==> src/rtl/vc_pop_arbiter.sv <==
// Pops VC0/VC1 round-robin (or VC0 strict priority when VC0_STRICT_PRIO_EN is defined) into D0/D1 by destination bit.
// Pop is combinational from registered state; push follows its pop by exactly one cycle, and almost_full pauses new pops.
module vc_pop_arbiter #(
  parameter int data_width = 6,
  parameter int DEST_BIT   = 4,
  parameter int CNT_W      = 8
) (
  input  logic                  clk,
  input  logic                  reset,
  input  logic                  active_in,
  input  logic                  vc0_empty,
  input  logic                  vc1_empty,
  input  logic [data_width-1:0] vc0_data,
  input  logic [data_width-1:0] vc1_data,
  input  logic                  d0_almost_full,
  input  logic                  d1_almost_full,
  output logic                  vc0_pop,
  output logic                  vc1_pop,
  output logic                  d0_push,
  output logic                  d1_push,
  output logic [data_width-1:0] data_out,
  output logic [1:0]            state,
  output logic [CNT_W-1:0]      cnt_d0,
  output logic [CNT_W-1:0]      cnt_d1
);

  typedef enum logic [1:0] {
    IDLE  = 2'b00,
    RUN   = 2'b01,
    PAUSE = 2'b10
  } state_t;

  state_t                st;
  logic                  inflight;
  logic                  inflight_vc1;
  logic [data_width-1:0] hold;
  logic                  any_ne;
  logic                  af_any;
  logic                  pop_ok;
  logic                  want0;
  logic                  want1;
  logic                  push_any;
  logic [data_width-1:0] popped;

`ifndef VC0_STRICT_PRIO_EN
  logic                  last_vc1;
`endif

  always_comb begin
    any_ne = !vc0_empty || !vc1_empty;
    af_any = d0_almost_full || d1_almost_full;
    pop_ok = !reset && (st == RUN) && active_in && !af_any;
`ifdef VC0_STRICT_PRIO_EN
    want0 = !vc0_empty;
    want1 = vc0_empty && !vc1_empty;
`else
    // With both VCs ready, serve the one not granted last.
    want0 = !vc0_empty && (vc1_empty || last_vc1);
    want1 = !vc1_empty && (vc0_empty || !last_vc1);
`endif
    vc0_pop = pop_ok && want0;
    vc1_pop = pop_ok && want1;
  end

  // Read data arrives the cycle after the pop, so the word is steered straight from the VC read port.
  always_comb begin
    push_any = inflight && !reset;
    popped   = inflight_vc1 ? vc1_data : vc0_data;
    d0_push  = push_any && !popped[DEST_BIT];
    d1_push  = push_any && popped[DEST_BIT];
    data_out = push_any ? popped : hold;
  end

  assign state = st;

  always_ff @(posedge clk) begin
    if (reset) begin
      st           <= IDLE;
      inflight     <= 1'b0;
      inflight_vc1 <= 1'b0;
      hold         <= '0;
      cnt_d0       <= '0;
      cnt_d1       <= '0;
`ifndef VC0_STRICT_PRIO_EN
      last_vc1     <= 1'b1;
`endif
    end else begin
      inflight     <= vc0_pop || vc1_pop;
      inflight_vc1 <= vc1_pop;
`ifndef VC0_STRICT_PRIO_EN
      if (vc0_pop || vc1_pop)
        last_vc1 <= vc1_pop;
`endif
      if (push_any)
        hold <= popped;
      if (d0_push)
        cnt_d0 <= cnt_d0 + 1'b1;
      if (d1_push)
        cnt_d1 <= cnt_d1 + 1'b1;
      case (st)
        IDLE: begin
          if (active_in && any_ne && !af_any)
            st <= RUN;
        end
        RUN: begin
          if (!active_in || !any_ne)
            st <= IDLE;
          else if (af_any)
            st <= PAUSE;
        end
        PAUSE: begin
          if (!active_in || !any_ne)
            st <= IDLE;
          else if (!af_any)
            st <= RUN;
        end
        default: st <= IDLE;
      endcase
    end
  end

endmodule

==> config.mk <==
export PLATFORM = sky130hd
export DESIGN_NAME = vc_pop_arbiter
export DESIGN_NICKNAME = d
export VERILOG_FILES = /design/src/rtl/vc_pop_arbiter.sv
export SDC_FILE = /design/constraint.sdc
export NUM_CORES = 1
export LEC_CHECK = 0
export BUFFER_PORTS_ARGS = -buffer_cell sky130_fd_sc_hd__buf_2
export CAP_MARGIN = 0
export CORE_ASPECT_RATIO = 0.7
export CORE_MARGIN = 3
export CORE_UTILIZATION = 52
export DETAILED_ROUTE_END_ITERATION = 12
export PLACE_DENSITY = 0.94
export SETUP_SLACK_MARGIN = 0.2
export SLEW_MARGIN = 20
export SYNTH_ARGS = -nofsm -noshare
export SYNTH_HDL_FRONTEND = slang
export SYNTH_SLANG_ARGS = --single-unit
==> constraint.sdc <==
create_clock -name clk -period 3.5 [get_ports clk]
set_input_delay 0.525 -clock clk [delete_from_list [all_inputs] [get_ports clk]]
set_output_delay 0.525 -clock clk [all_outputs]
set_load 0.01 [all_outputs]
After elaboration in Yosys (flattened, before gate mapping)
Index checks and enable logic that the tools add are counted.
{"block": "op_classes", "add_sub_neg": 2, "multipliers": 0, "n_div": 0, "n_lt_le_gt_ge": 0, "eq_ne": 5, "shifts": 0, "muxes": 8, "bitwise_logic": 0, "reduce_logical": 28}
{"operator": "$add A8 B1 Y8 const B", "n": 2}
{"operator": "$logic_and A1 B1 Y1", "n": 12}
{"operator": "$mux W6", "n": 2}
{"operator": "$mux W2", "n": 5}
{"operator": "$logic_not A1 Y1", "n": 8}
{"operator": "$logic_or A1 B1 Y1", "n": 6}
{"operator": "$pmux W2 S3", "n": 1}
{"operator": "$ne A3 B2 Y1 const B", "n": 1}
{"operator": "$ne A3 B3 Y1 const B", "n": 1}
{"operator": "$reduce_and A3 Y1", "n": 1}
{"operator": "$eq A2 B1 Y1 const B", "n": 1}
{"operator": "$eq A2 B2 Y1 const B", "n": 1}
{"operator": "$logic_not A2 Y1", "n": 1}
{"operator": "$ne A2 B2 Y1 const B", "n": 1}
{"block": "word_totals", "register_bits": 27, "latchBits": 0, "ramBits": 0, "rom_bits": 0, "inputBits": 19, "out_inout_bits": 28, "word_cells": 50, "n_memories": 0}

Logic depth before layout (Yosys ltp)
Gate-level depths: netlist (run 1).
{"block": "logic_depth", "word_depth": 6, "ltp_mapped": 5, "ltp_nobuf": 4}

Worst setup path before layout (run 1)
No wires, ideal clock.
{"block": "synth_path", "path_type": "input to output", "start": "input port d1_almost_full", "end": "output port vc1_pop", "t_arrival_ns": 1.631, "required_ns": 2.975, "path_slack_ns": 1.344, "stages": 3, "path_buffers": 0, "path_cell_list": "or4b_4 > or3_4 > a21oi_1"}
{"block": "synth_between", "elab_chain_len": 4}
{"element": "from (decl)", "line_no": "16", "source": "input logic d1_almost_full,"}
{"element": "$logic_or A1 B1 Y1", "line_no": "51", "source": "af_any = d0_almost_full || d1_almost_full;"}
{"element": "$logic_not A1 Y1"}
{"element": "$logic_and A1 B1 Y1", "line_no": "52", "source": "pop_ok = !reset && (st == RUN) && active_in && !af_any;"}
{"element": "$logic_and A1 B1 Y1", "line_no": "62", "source": "vc1_pop = pop_ok && want1;"}
{"element": "to (decl)", "line_no": "18", "source": "output logic vc1_pop,"}
No other way between the ends.

Worst setup path after layout (run 1)
{"block": "layout_path", "start": "register st[1] (netlist: state[1])", "end": "output port vc1_pop"}
{"block": "layout_between", "elab_chain_len": 5}
{"element": "from (decl)", "line_no": "33", "source": "state_t st;"}
{"element": "from (signal assigned)", "line_no": "78", "source": "st <= IDLE;"}
{"element": "from (signal assigned)", "line_no": "103", "source": "st <= RUN;"}
{"element": "from (signal assigned)", "line_no": "107", "source": "st <= IDLE;"}
{"element": "$eq A2 B1 Y1", "line_no": "52"}
{"element": "$logic_and A1 B1 Y1 (3 in series)", "line_no": "52"}
{"element": "$logic_and A1 B1 Y1", "line_no": "62"}
No other way between the ends.

==> results of run 1 <==
==> worst reg2reg max path, cell delays in order (launching register included) <==
cell	delay, ps
dfxtp_1	550
mux2i_1	130
buf_4	200
nor4b_1	440
mux2_2	380
==> stage by stage <==
step	area [µm²]	setup slack (ps)	hold WS, ps	std cells	util
floorplan	1310	1340	440	150	-
global placement	1550	1200	440	223	0.687
detailed placement	1550	1130	453	223	0.687
CTS	1580	1000	470	227	0.699
global route	1580	902	467	227	0.699
finish	1580	1020	471	227	0.699
==> logic make-up (layout without fill, tap and decap cells) <==
family                     after synthesis  count (layout)
and+or+nand+nor                         69              69
buffers and inverters                    9              54
AOI/OAI and AO/OA                       31              31
adders and majority gates                2               2
xor gates and xnor gates                 1               1
muxes                                   11              11
DFF                                     27              27
==> final timing paths <==
path	start	end	slack (ps)	depth (start not counted)
max reg2reg	inflight_vc1	cnt_d1[7]	1710	4
min	hold[3]	hold[3]	470	2
max	state[1]	vc1_pop	1020	4
min reg2reg	hold[3]	hold[3]	470	2
==> sequential cells by signal (all words and copies together), names as in the netlist <==
register / cells
last_vc1: 1
inflight_vc1: 1
state: 2
cnt_d0: 8
inflight: 1
hold: 6
cnt_d1: 8
==> power by group <==
part / total (mW) / leakage, nW / internal, mW / switching [mW]
clock network: 0.133 / 0.0150 / 0.0447 / 0.0883
registers: 0.308 / 0.217 / 0.308 / 0.000628
logic: 0.0324 / 0.476 / 0.0143 / 0.0180
total: 0.474 / 0.709 / 0.367 / 0.107
==> layout make-up <==
cell class                 count  share of cell area
inverter                       3             0.00713
multi-input combinational    114               0.458
clock buffer                   4              0.0166
tap                           32              0.0254
sequential                    27               0.342
timing repair buffer          47               0.151
==> routing by layer <==
layer	up-vias	share of wire
li1	649	-
met5	-	0
met2	47	0.50
met4	0	0.011
met1	590	0.42
met3	4	0.074
==> cell usage after synthesis, drive strengths merged, types with 2 or more instances <==
library cell	n	area share
a21oi	17	0.065
o311ai	2	0.013
o21ai	5	0.019
ha	2	0.019
nand4	4	0.019
nand3	7	0.027
buf	3	0.017
nand4b	2	0.013
mux2i	4	0.031
nand2b	3	0.014
clkbuf	3	0.0086
nor4b	2	0.013
or4	5	0.029
nor4	2	0.0096
o41ai	2	0.013
dfxtp	27	0.41
nand2	22	0.063
nor2b	2	0.0096
inv	3	0.0086
or3	4	0.025
o31ai	5	0.029
nor2	9	0.026
mux2	7	0.063
==> flow_summary.yaml, run 1 <==
place:
  place_congestion: 0.781
  place_hpwl_mm: 2.41
  port_buffers: 46
synth:
  syn_inst: 150
  syn_area_per_cell_um2: 8.73
  yosysWarnings: 0
  synthAdderAreaFrac: 0.0191
  synth_compound_gate_area_share: 0.140
  synthMuxAreaShare: 0.0937
  synth_top_family_by_area: "simple AND/OR/NAND/NOR gates"
  postSynthNetCount: 171
  synth-simple-area-share: 0.293
  syn-cell-area_um2: 1310
  ys_seq_elements: 27
  synth_edf_count: 0
  synth-xor-area-share: 0.00669
  synth_async_sr_flop_share: 0
  ys.flop_type: "dfxtp_1"
  yosysSeqAreaShare: 0.413
  ys_types: 36
power:
  p_leak_nw: 0.709
  power.density_nw_per_um2: 300
  ir_drop_uv: 206
  total_power_uw: 474
cts:
  cts_buffers: 3
  cts_root_buffer: "clkbuf_4"
  cts_resized: 0
  clk_latency_ps: 330
  clock_sinks: 27
  cts_tree: "yes"
  cts_hold_buf: 0
  postCtsSetupBuffers: 0
  clk_pin_slew_ps: 140
  h-tree-depth: 1
  ctsLongestPathBuffers: 2
final_layout:
  final_cell_mix: "buf_2 (46), dfxtp_1 (27), nand2_1 (22), a21oi_1 (17), nor2_1 (9)"
  fillers: 186
  drive_above_1_share: 0.313
  fin_nets: 217
  multi_input_area_um2: 723
  n_antenna_cell: 0
  syn2layout_area_growth_pct: 20.6
  seqCellArea_um2: 541
  final_common_cell: "buf_2"
detailed_routing:
  drc: 0
  drt_pass1_iterations: 4
  wl_per_cell_um: 14.1
  wl_mm: 3.21
  antenna_left: 0
  num_vias: 1290
  vias_per_cell: 5.68
  drt_iter0_drc: 82
worst_setup_path:
  crit_chain: "or4b_4 > or3_4 > a21oi_1 > buf_2"
  critPathKind: "reg -> out"
  crit_slowest_cell: "or4b_4"
  critical-path-top-delay-family: "simple AND/OR/NAND/NOR gates"
  crit_buf_inv: 1
  required_ps: 2970
  cp-start-kind: "register"
  cp_max_fo: 5
  slowest_delay_ps: 570
  crit_path_end_kind: "primary output"
  arrival_ps: 1960
sta:
  fmax_mhz: 403
  hold_viol_final: 0
  rsz0062_at_grt: "no"
  fin_tns_setup_ps: 0
  min_period_ps: 2480
  fin_skew_ps: 3.90
  slew_headroom: 0.624
  slew_viol_final: 0
  post-route-period-util: 0.709
  tightest_slew_ps: 562
  final-setup-viol-count: 0
status:
  status: "finished, final reports clean"
global_route:
  grt_start_max_net_pins: 27
  track_usage: 0.213
  use_met1: 0.257
  top_usage_layer: "met2"
  antenna_found_initial: 0
  grt_pass1_vias: 1183
  grt_use_met2: 0.382
  grtUsageMet3: 0.0610
  grt-ovfl-total: 0
  grt_pass1_wl_mm: 5.07
floorplanning:
  start_util: 0.579
  coreArea_um2: 2260
  pin_count: 47
  dieArea_um2: 3160
  die_h_um: 48.0
  num_rows: 14
  chipWidth_um: 66.0
hold_path:
  min_path_type: "reg -> reg"
job:
  max_cap_viol_count: 0
Note: power is estimated with default switching activity, not from simulation.
==> run 2, diff against run 1 <==
--- a/config.mk
+++ b/config.mk
@@ -5,13 +5,14 @@
 export SDC_FILE = /design/constraint.sdc
 export NUM_CORES = 1
 export LEC_CHECK = 0
+export ABC_AREA = 1
 export BUFFER_PORTS_ARGS = -buffer_cell sky130_fd_sc_hd__buf_2
 export CAP_MARGIN = 0
 export CORE_ASPECT_RATIO = 0.7
 export CORE_MARGIN = 3
-export CORE_UTILIZATION = 52
+export CORE_UTILIZATION = 49
 export DETAILED_ROUTE_END_ITERATION = 12
-export PLACE_DENSITY = 0.94
+export PLACE_DENSITY = 0.89
 export SETUP_SLACK_MARGIN = 0.2
 export SLEW_MARGIN = 20
 export SYNTH_ARGS = -nofsm -noshare
==> constraint.sdc (replaced) <==
create_clock -name clk -period 2.53 [get_ports clk]
set_input_delay 0.3795 -clock clk [delete_from_list [all_inputs] [get_ports clk]]
set_output_delay 0.3795 -clock clk [all_outputs]
set_load 0.01 [all_outputs]
==> run 2 against run 1 <==
  * Register-to-register slack worse by 610 ps
  * Combinational power up 25%
  * Critical path depth up 1
  * Clock skew about the same
  * Final cell count up 18%
  * Sequential cell count unchanged
  * Critical path type unchanged
  * Largest power group unchanged
==> flow_summary.yaml, run 2 <==
status:
  status: "finished, final reports clean"
power:
  p_leak_nw: 0.839
  power.density_nw_per_um2: 427
  total_power_uw: 717
  ir_drop_uv: 228
synth:
  synth_top_cell_area_share: 0.388
  yosysSeqAreaShare: 0.388
  synth_async_sr_flop_share: 0
  yosys-top-cells-area: "dfxtp_1 (39%), nand2_1 (12%), nor2_1 (6.5%), inv_1 (5.7%), a21oi_1 (4.0%)"
  yosysWarnings: 0
  synth_common_cells: "nand2_1 (45), dfxtp_1 (27), nor2_1 (24)"
  syn_inst: 187
  synth_most_common_cell: "nand2_1"
  syn-cell-area_um2: 1390
  netlist.top_cell.by_area: "dfxtp_1"
  ys.flop_type: "dfxtp_1"
  syn_area_per_cell_um2: 7.45
  ys_types: 30
  synth_edf_count: 0
  ys_seq_elements: 27
  postSynthNetCount: 208
final_layout:
  reg_top3: "cnt_d0: 8 flops, cnt_d1: 8 flops, hold: 6 flops"
  fin_nets: 255
  final_cell_mix: "buf_2 (46), nand2_1 (45), dfxtp_1 (27), nor2_1 (24), inv_1 (21)"
  drive_above_1_share: 0.305
  final_cell_area_um2: 1680
  syn2layout_area_growth_pct: 20.8
  n_antenna_cell: 0
  final_common_cell: "buf_2"
  final_util: 0.649
sta:
  tightest_slew_ps: 420
  fin_tns_setup_ps: 0
  rsz0062_at_grt: "no"
  fmax_mhz: 528
  slew_viol_final: 0
  post-route-period-util: 0.749
  hold_viol_final: 0
  fin_skew_ps: 3.46
  min_period_ps: 1890
  final-setup-viol-count: 0
  slew_headroom: 0.719
detailed_routing:
  drt_pass1_iterations: 4
  antenna_left: 0
  num_vias: 1256
  drt_iter0_drc: 28
  drc: 0
  vias_per_cell: 4.70
  wl_mm: 2.88
  wl_per_cell_um: 10.8
worst_setup_path:
  reg2reg_depth: 8
  critical-path-top-delay-family: "flip-flops"
  cp_max_fo: 11
  path_common_cell: "nand2_4"
  slowest_delay_ps: 520
  crit_cells: 5
  crit_chain: "inv_4 > nand2_4 > nand2_4 > nor2_4 > buf_2"
  required_ps: 2150
  critPathKind: "reg -> out"
  crit_slowest_cell: "dfxtp_1"
  arrival_ps: 1510
  crit_path_end_kind: "primary output"
  crit_buf_inv: 2
  cp-start-kind: "register"
global_route:
  antenna_found_initial: 0
  grt-ovfl-total: 0
  grt_pass1_wl_mm: 4.78
  grt_start_max_net_pins: 23
  track_usage: 0.167
  grt_pass1_vias: 1083
cts:
  h-tree-depth: 1
  clk_pin_slew_ps: 100
  cts_tree: "yes"
  cts_buffers: 3
  postCtsSetupBuffers: 0
  cts_resized: 0
  cts_hold_buf: 0
  ctsLongestPathBuffers: 2
  clk_latency_ps: 270
  cts_root_buffer: "clkbuf_8"
  clock_sinks: 27
job:
  max_cap_viol_count: 0
place:
  placed_cell_area_um2: 1630
  place_congestion: 0.775
  port_buffers: 46
  place_hpwl_mm: 2.21
floorplanning:
  die_h_um: 50.6
  start_util: 0.538
  coreArea_um2: 2590
  pin_count: 47
  num_rows: 15
  chipWidth_um: 69.7
  dieArea_um2: 3530
hold_path:
  worstHoldPathCells: 2
  min_path_type: "in -> reg"
run 2: cell types whose count changed after synthesis, sizes merged, moves of 4 or more:
cell   before  now
and2        0    5
inv         3   24
mux2        7    0
mux2i       4    0
nand2      22   52
nor2        9   28
o31ai       5    0
or3         4    0
or4         5    0
run 2: final cells by class:
type | instances | area, µm²
inverters | 24 | 97.6
well taps | 34 | 42.5
clock buffers | 3 | 41.3
multi-input cells | 132 | 722
fillers | 225 | 908
clock inverters | 1 | 7.51
repair buffers | 46 | 230
flip-flops and latches | 27 | 541
run 2: logic make-up after synthesis:
group                      count (synthesis)  synth area share
buffers and inverters                     28            0.0934
adders and majority gates                  2            0.0180
xor gates and xnor gates                   4            0.0252
and+or+nand+nor                          103             0.370
AOI/OAI and AO/OA                         23             0.105
DFF                                       27             0.388
run 2: metal layers:
layer | vias to the layer above | GRT usage | wire, µm
met1 | 544 | 0.218 | 1400
li1 | 678 | - | -
met4 | 0 | 0.0287 | 14
met5 | - | 0 | 0
met3 | 4 | 0.0540 | 183
met2 | 30 | 0.275 | 1280
run 2: where the power goes:
part	internal, mW	switching [mW]	total [mW]
clock	0.112	0.139	0.251
sequential	0.425	0.000682	0.426
combinational	0.0168	0.0236	0.0404
total	0.554	0.163	0.717
run 2: through the flow:
stage / hold slack, ps / std cells / setup WS (ps)
final: 343 / 267 / 636
after detailed placement: 459 / 263 / 661
after floorplan: 429 / 187 / 1280
after global placement: 457 / 263 / 673
after global routing: 340 / 267 / 540
after CTS: 336 / 267 / 642
run 2: path summary, 6_finish.rpt:
kind	to	start	slack (ps)
min reg2reg	last_vc1	last_vc1	480
min	hold[4]	reset	340
max reg2reg	cnt_d1[7]	inflight_vc1	1100
max	d1_push	inflight_vc1	640
==> run 3, diff against run 2 <==
==> constraint.sdc (replaced) <==
create_clock -name clk -period 1.9 [get_ports clk]
set_input_delay 0.285 -clock clk [delete_from_list [all_inputs] [get_ports clk]]
set_output_delay 0.285 -clock clk [all_outputs]
set_load 0.01 [all_outputs]
==> run 3 against run 2 <==
  * Clock power is 31% higher
  * Via count up 5.6%
  * Wire length is 1.9% higher
  * Combinational power rose by 39%
  * Cell area up 2.2%
  * Core utilization grew 1.4 points
  * Sequential cell count is the same
  * Highest routed layer unchanged
  * Power increased by 33%
  * Largest power group unchanged
  * Non-clock buffer count up 5
  * Final cell count is 1.9% higher
  * Clock skew is 1.6 ps lower
==> flow_summary.yaml, run 3 (synthesis results as in run 2) <==
worst_setup_path:
  critPathKind: "reg -> out"
  cp-start-kind: "register"
  slowest_delay_ps: 400
  cp_max_fo: 4
  r2r_slack_ps: 600
  crit_chain: "inv_1 > nor2_1 > nand4_1 > inv_1 > nand2_1 > inv_1 > buf_2"
  arrival_ps: 1280
  crit_slowest_cell: "dfxtp_1"
  crit_path_end_kind: "primary output"
  path_common_cell: "inv_1"
  required_ps: 1620
cts:
  cts_buffers: 3
  cts_root_buffer: "clkbuf_8"
  clk_latency_ps: 270
  ctsLongestPathBuffers: 2
  clock_sinks: 27
  cts_tree: "yes"
  cts_hold_buf: 0
  clk_pin_slew_ps: 90
  h-tree-depth: 1
final_layout:
  n_antenna_cell: 0
  drive_above_1_share: 0.324
  final_common_cell: "buf_2"
  fin_nets: 260
  final_cell_mix: "buf_2 (46), nand2_1 (45), dfxtp_1 (26), nor2_1 (24), inv_1 (21)"
  reg_top3: "cnt_d0: 8 flops, cnt_d1: 8 flops, hold: 6 flops"
  syn2layout_area_growth_pct: 23.4
  final_cell_area_um2: 1720
sta:
  fmax_mhz: 638
  rsz0062_at_grt: "no"
  fin_tns_setup_ps: 0
  post-route-period-util: 0.825
  final-setup-viol-count: 0
  fin_skew_ps: 1.89
  tightest_slew_ps: 235
  slew_viol_final: 0
  hold_viol_final: 0
  slew_headroom: 0.843
  min_period_ps: 1570
power:
  ir_drop_uv: 346
  p_leak_nw: 0.870
  power.density_nw_per_um2: 554
global_route:
  grt-ovfl-total: 0
  grt_start_max_net_pins: 16
  antenna_found_initial: 0
  grt_pass1_wl_mm: 4.81
  grt_pass1_vias: 1080
  track_usage: 0.166
detailed_routing:
  num_vias: 1326
  vias_per_cell: 4.88
  antenna_left: 0
  drt_pass1_iterations: 4
  wl_per_cell_um: 10.8
  drc: 0
  drt_iter0_drc: 72
  wl_mm: 2.93
place:
  place_congestion: 0.749
  place_hpwl_mm: 2.21
  port_buffers: 46
  placed_cell_area_um2: 1640
floorplanning:
  start_util: 0.538
  coreArea_um2: 2590
  pin_count: 47
  chipWidth_um: 69.7
  num_rows: 15
  dieArea_um2: 3530
  die_h_um: 50.6
status:
  status: "finished, final reports clean"
hold_path:
  min_path_type: "in -> reg"
job:
  max_cap_viol_count: 0
## run 3: power breakdown
part           switching (mW)  internal, mW  total [mW]
combinational          0.0324        0.0238      0.0563
sequential           0.000989         0.566       0.567
clock                   0.182         0.147       0.329
## run 3: layout make-up
| type | instances | area, µm² |
|---|---|---|
| clock inverters | 1 | 5.00 |
| well taps | 34 | 42.5 |
| flip-flops and latches | 27 | 542 |
| fillers | 227 | 872 |
| clock buffers | 3 | 41.3 |
| multi-input cells | 132 | 722 |
| inverters | 24 | 97.6 |
| repair buffers | 51 | 268 |
## run 3: final timing paths
path / from / endpoint / depth (start not counted)
worst max-delay path: state[0] / vc1_pop / 7
worst min-delay path: reset / cnt_d1[3] / 2
worst max register to register: inflight_vc1 / cnt_d1[7] / 9
worst min register to register: last_vc1 / last_vc1 / 2
## run 3: repair_timing
action	in CTS	in global routing
resized for setup	1	0
pin swaps	0	1
buffers inserted	0	4
setup endpoints to repair	1	1
gates cloned	0	0
## run 3: per-layer routing
metal / global-route usage / vias up / routed length, µm / share of wire
met1: 0.227 / 580 / 1430 / 0.49
met3: 0.0480 / 4 / 232 / 0.079
met5: 0 / - / 0 / 0
li1: - / 695 / - / -
met4: 0.0287 / 0 / 20 / 0.0068
met2: 0.264 / 47 / 1250 / 0.43
## run 3: stage by stage
step | hold slack, ps | util | cells | setup slack, ps | power (mW)
floorplan | 354 | - | 187 | 729 | 0.609
global placement | 461 | 0.633 | 264 | 421 | 0.636
detailed placement | 455 | 0.633 | 264 | 403 | 0.636
CTS | 238 | 0.652 | 268 | 245 | 0.961
global route | 257 | 0.663 | 272 | 230 | 0.990
finish | 246 | 0.663 | 272 | 333 | 0.952
## run 3: worst max-delay path, delay by kind of cell (launching register included)
kind	cells	cell delay, ps
buf+inv	4	340
flops	1	400
simple gates	3	270
